===== config.mk =====
export PLATFORM = sky130hd
export DESIGN_NAME = seq_scan_ctrl
export DESIGN_NICKNAME = d
export VERILOG_FILES = /design/src/rtl/seq_ctrl_pkg.sv /design/src/rtl/seq_det_moore.sv /design/src/rtl/seq_scan_ctrl.sv
export SDC_FILE = /design/constraint.sdc
export NUM_CORES = 1
export LEC_CHECK = 0
export CAP_MARGIN = 20
export CORE_MARGIN = 2
export CORE_UTILIZATION = 45
export CTS_BUF_LIST = sky130_fd_sc_hd__clkbuf_4 sky130_fd_sc_hd__clkbuf_8
export DETAILED_ROUTE_END_ITERATION = 12
export DONT_BUFFER_PORTS = 1
export PLACE_DENSITY = 0.7
export SYNTH_ARGS = -nofsm -noshare
export SYNTH_HDL_FRONTEND = slang
export SYNTH_HIERARCHICAL = 1
export SYNTH_SLANG_ARGS = --single-unit
export TNS_END_PERCENT = 50

===== constraint.sdc =====
create_clock -name clk -period 8.6 [get_ports clk]
set_input_delay 0.43 -clock clk [delete_from_list [all_inputs] [get_ports clk]]
set_output_delay 0.43 -clock clk [all_outputs]
set_load 0.01 [all_outputs]

===== src/rtl/seq_ctrl_pkg.sv =====
`default_nettype none
// +--------------------------------------------------------------------------+
// | seq_ctrl_pkg : shared types and helpers for the word-level scan ctrl     |
// | Rev 1.0                                                                  |
// +--------------------------------------------------------------------------+
package seq_ctrl_pkg;

  typedef enum logic [1:0] {
    IDLE   = 2'd0,
    SHIFT  = 2'd1,
    DRAIN  = 2'd2,
    REPORT = 2'd3
  } ctrl_state_t;

  // Bits needed to encode detector states S0..S<pat_len>.
  function automatic int det_state_w(input int pat_len);
    return $clog2(pat_len + 1);
  endfunction

  // a + b clamped to 2^w-1; the 33-bit sum keeps the carry for w up to 32.
  function automatic logic [31:0] sat_add(input logic [31:0] a, input logic [31:0] b, input int w);
    logic [32:0] sum;
    logic [32:0] lim;
    sum = {1'b0, a} + {1'b0, b};
    lim = (33'd1 << w) - 33'd1;
    return (sum > lim) ? lim[31:0] : sum[31:0];
  endfunction

endpackage
`default_nettype wire


===== src/rtl/seq_det_moore.sv =====
`default_nettype none
// +--------------------------------------------------------------------------+
// | seq_det_moore : Moore pattern detector, MSB of PATTERN matched first     |
// | Rev 1.0                                                                  |
// +--------------------------------------------------------------------------+
module seq_det_moore
  import seq_ctrl_pkg::*;
#(
  parameter int                 PAT_LEN = 4,
  parameter logic [PAT_LEN-1:0] PATTERN = 4'b1101
) (
  input  logic clk,
  input  logic reset,
  input  logic clr,
  input  logic en,
  input  logic ovl,
  input  logic din,
  output logic hit
);

  localparam int SW = det_state_w(PAT_LEN);

  logic [SW-1:0] r_state;
  logic [SW-1:0] w_state_nxt;

  // Longest pattern prefix that is a suffix of (first s pattern bits, then b).
  // Bits are packed newest-in-LSB so prefixes and suffixes become shifts/masks.
  function automatic int kmp_next(input int s, input logic b);
    int v;
    int best;
    v    = ((int'(PATTERN) >> (PAT_LEN - s)) << 1) | int'(b);
    best = 0;
    for (int k = 1; k <= PAT_LEN; k++) begin
      if (k <= s + 1 && (v & ((1 << k) - 1)) == (int'(PATTERN) >> (PAT_LEN - k)))
        best = k;
    end
    return best;
  endfunction

  // Non-overlap discards the matched bits: the new bit is scanned as if from S0.
  always_comb begin
    w_state_nxt = r_state;
    if (en) begin
      if (r_state == SW'(PAT_LEN) && !ovl)
        w_state_nxt = SW'(kmp_next(0, din));
      else
        w_state_nxt = SW'(kmp_next(int'(r_state), din));
    end
  end

  always_ff @(posedge clk) begin
    if (reset || clr) r_state <= '0;
    else              r_state <= w_state_nxt;
  end

  assign hit = (r_state == SW'(PAT_LEN));

endmodule
`default_nettype wire


===== src/rtl/seq_scan_ctrl.sv =====
`default_nettype none
// +--------------------------------------------------------------------------+
// | seq_scan_ctrl : serialises words into seq_det_moore and reports hits     |
// | Rev 1.0                                                                  |
// +--------------------------------------------------------------------------+
module seq_scan_ctrl
  import seq_ctrl_pkg::*;
#(
  parameter int                 WORD_W  = 8,
  parameter int                 PAT_LEN = 4,
  parameter logic [PAT_LEN-1:0] PATTERN = 4'b1101,
  parameter int                 TOT_W   = 16,
  localparam int                CNT_W   = $clog2(WORD_W + 1)
) (
  input  logic              clk,
  input  logic              reset,
  input  logic              in_valid,
  output logic              in_ready,
  input  logic [WORD_W-1:0] in_data,
  input  logic              ovl_en,
  input  logic              flush,
  output logic              res_valid,
  input  logic              res_ready,
  output logic [CNT_W-1:0]  res_count,
  output logic              res_last,
  output logic              busy,
  output logic [TOT_W-1:0]  total_hits
);

  localparam int              IDX_W    = $clog2(WORD_W);
  localparam logic [IDX_W-1:0] IDX_LAST = IDX_W'(WORD_W - 1);

  ctrl_state_t       r_state;
  logic [WORD_W-1:0] r_shreg;
  logic              r_ovl;
  logic [IDX_W-1:0]  r_idx;
  logic              w_det_hit;
  logic              w_det_en;
  logic              w_det_clr;
  logic [CNT_W-1:0]  w_word_cnt;

  assign w_det_en   = (r_state == SHIFT);
  assign w_det_clr  = flush && (r_state == IDLE);
  assign w_word_cnt = res_count + CNT_W'(w_det_hit);

  seq_det_moore #(
    .PAT_LEN (PAT_LEN),
    .PATTERN (PATTERN)
  ) u_det (
    .clk   (clk),
    .reset (reset),
    .clr   (w_det_clr),
    .en    (w_det_en),
    .ovl   (r_ovl),
    .din   (r_shreg[WORD_W-1]),
    .hit   (w_det_hit)
  );

  always_ff @(posedge clk) begin
    if (reset) begin
      r_state    <= IDLE;
      r_shreg    <= '0;
      r_ovl      <= 1'b0;
      r_idx      <= '0;
      res_count  <= '0;
      res_last   <= 1'b0;
      res_valid  <= 1'b0;
      in_ready   <= 1'b1;
      busy       <= 1'b0;
      total_hits <= '0;
    end else begin
      case (r_state)
        IDLE: begin
          if (in_valid) begin
            r_shreg   <= in_data;
            r_ovl     <= ovl_en;
            r_idx     <= '0;
            res_count <= '0;
            res_last  <= 1'b0;
            in_ready  <= 1'b0;
            busy      <= 1'b1;
            r_state   <= SHIFT;
          end
        end
        SHIFT: begin
          r_shreg <= {r_shreg[WORD_W-2:0], 1'b0};
          // At index 0 the detector still shows the previous word's last bit.
          if (r_idx != '0 && w_det_hit)
            res_count <= res_count + CNT_W'(1);
          if (r_idx == IDX_LAST) r_state <= DRAIN;
          else                   r_idx   <= r_idx + IDX_W'(1);
        end
        DRAIN: begin
          res_count  <= w_word_cnt;
          res_last   <= w_det_hit;
          total_hits <= TOT_W'(sat_add(32'(total_hits), 32'(w_word_cnt), TOT_W));
          res_valid  <= 1'b1;
          r_state    <= REPORT;
        end
        REPORT: begin
          if (res_ready) begin
            res_valid <= 1'b0;
            in_ready  <= 1'b1;
            busy      <= 1'b0;
            r_state   <= IDLE;
          end
        end
        default: r_state <= IDLE;
      endcase
    end
  end

endmodule
`default_nettype wire


==> qor.txt <==
Die height = 79 um
CP max FO = 10
GRT overflow = 0
# nets final = 327
Cell variety after synth = 59
CP arrival = 3.60 ns
Max frequency = 296 MHz
Outcome = completed
DR pass1 iterations = 4
Ys Warns = 6
WL final = 5600 um
Pin count of the biggest net entering global routing = 38
Initial core utilization = 46.3%
Vias in the first global route = 1960
Post-synthesis instance total = 298
VDD IR max = 0.000131 V
DR WL/cell = 15.3 um
Ys async rst share = 0%
Layout cells sized above 1 = 6.14%
Initial DRC count = 161
H-tree depth = 2
Clk sinks = 41
Clk_lat worst skew = 0.30 ns
Synth top area share = 32.4%
Dpl hpwl = 4030 um
Total CTS buffers = 5
Remaining antenna violation count = 0
Antenna fix cells = 0
IO Count = 38
First-pass GRT wire length = 9720 um
DRC violations left = 0
Max-cap violations = 0
Ys flop type = dfxtp_1
Port-buffer cells = 0
Synth area leader = dfxtp_1
Pwr/cell area = 250 nW/um^2
Die Wd = 79 um
Clock transition at the registers of the reported paths = 0.08 ns
Worst-case reg-to-reg path depth = 11
Core Area = 5470 sq um
Root Driver = clkbuf_8
Syn Area/Cell = 8.49 sq um
Worst clock skew = 0.00641 ns
Static Leak = 0.00105 uW
Worst min path class = in -> reg
Pwr Total = 674 uW
Placed Cells = 356
Pins Over Slew Limit = 0
Largest cells by area after synthesis = dfxtp_1 (32%), ha_1 (9.9%), a21oi_1 (4.5%), mux2i_1 (4.0%), o21ai_0 (3.8%)
CTS Hold Bufs = 0
Gpl congestion = 0.847
Min Tclk post-route = 3.37 ns
Hold Fails Final Rpt = 0
Vias = 2125
Post-Layout Cell Count = 365
DR vias/cell = 5.82
Kind of critical path = reg -> reg
Worst slew margin = 48.1%
Cell Rows = 27
Hold Path Depth = 1
CTS resizes = 0
CTS tree = built
Critical Path Source Type = register
Crit share post-route = 39.2%
Initial antenna violation count = 0
Final Setup Violations = 0
Setup_tns = 0 ns
Actual slew at the worst max-slew pin = 0.779 ns
Post-synth EDFFs = 0
Sequential-to-total area share from yosys stat = 32.4%
Worst-case clock buffer depth = 2
Total setup buffers inserted after CTS = 0
Syn nets = 333
Die Area = 6240 sq um
Yosys reg bits = 41
Synth-to-layout area growth = 6.38%
Post-Syn Area = 2530 sq um
CP Capture Type = register
RSZ-0062 raised after global routing = false
Worst EP required = 8.82 ns
GRT Total Usage = 19.2%
## cells by family after synthesis
logic type                 Yosys count  synth area share, %
and+or+nand+nor                     95                 20.8
AOI/OAI and AO/OA                   93                 24.5
DFF                                 41                 32.4
buffers and inverters               32                 5.64
adders and majority gates           21                 10.7
muxes                               10                 3.95
xor gates and xnor gates             6                 2.08
## cells in the mapped netlist (4+ instances only)
library cell	number
nand2b_1	4
a21o_1	4
o21ai_0	19
nor2b_1	6
o31ai_1	6
nand3_1	8
xor2_1	4
a31oi_1	8
nor2_1	24
nor3_1	5
mux2i_1	10
clkbuf_1	7
nand2_1	17
inv_1	17
dfxtp_1	41
a211oi_1	9
nand4_1	5
a21oi_1	23
ha_1	20
or4_1	5
## placed cells by master (no fill, tap or decap), types with 4 or more instances in the layout
master	synthesis	routed
o21ai_0	19	19
nor2b_1	6	6
a21o_1	4	4
ha_1	20	20
or4_1	5	5
nor2_1	24	24
a31oi_1	8	8
nor3_1	5	5
clkbuf_8	0	5
a21oi_1	23	23
dfxtp_1	41	41
nand4_1	5	5
nand2b_1	4	4
o31ai_1	6	6
inv_1	17	17
a211oi_1	9	9
nand3_1	8	8
nand2_1	17	17
xor2_1	4	4
mux2i_1	10	10
## layer usage
layer,up-vias,track usage (%),wire [um]
met3,6,5.00,338
li1,1091,-,-
met5,-,0,0
met2,48,29.5,2440
met1,980,26.4,2740
met4,0,6.21,78
## worst max-delay path, stage by stage, from the launching register on
cell,delay [ns]
dfxtp_1,0.44
inv_1,0.13
ha_1,0.22
ha_1,0.24
ha_1,0.24
ha_1,0.32
inv_1,0.06
fa_1,0.42
nand2b_1,0.20
a21o_1,0.21
or3_1,0.55
a311oi_2,0.28
## layout make-up
class,instances,area [sq um]
clock buffers,6,76.3
clock inverters,2,38.8
fillers,544,2780
inverters,17,63.8
multi-input cells,225,1570
flip-flops and latches,41,821
well taps,72,90.1
repair buffers,2,35.0
## registers in the layout, indices dropped and copies added (netlist names)
signal	cells
total_hits	16
r_shreg	8
res_count	4
r_idx	3
u_det/r_state	3
r_state	2
busy	1
in_ready	1
r_ovl	1
res_last	1
res_valid	1
## through the flow
stage | worst slack (ns) | hold WS [ns] | instance area, sq um | utilization, %
6_report | 5.23 | 0.194 | 2690 | 49.2
5_1_grt | 4.98 | 0.176 | 2690 | 49.2
4_1_cts | 5.22 | 0.182 | 2670 | 48.7
3_5_place_dp | 5.25 | 0.472 | 2550 | 46.6
3_3_place_gp | 5.32 | 0.471 | 2550 | 46.6
2_1_floorplan | 5.54 | 0.445 | 2530 | -
## power breakdown
group,internal (uW),switching (uW)
registers,227,39.3
logic,99.4,147
clock network,90.3,71.1
## worst paths after layout
path	start	end	slack [ns]
setup / recovery	u_det/r_state[0]	total_hits[3]	5.23
hold / removal	reset	res_count[0]	0.19
setup reg to reg	u_det/r_state[0]	total_hits[3]	5.23
hold reg to reg	r_ovl	r_ovl	0.48
Power figures use the tool's default switching activity.
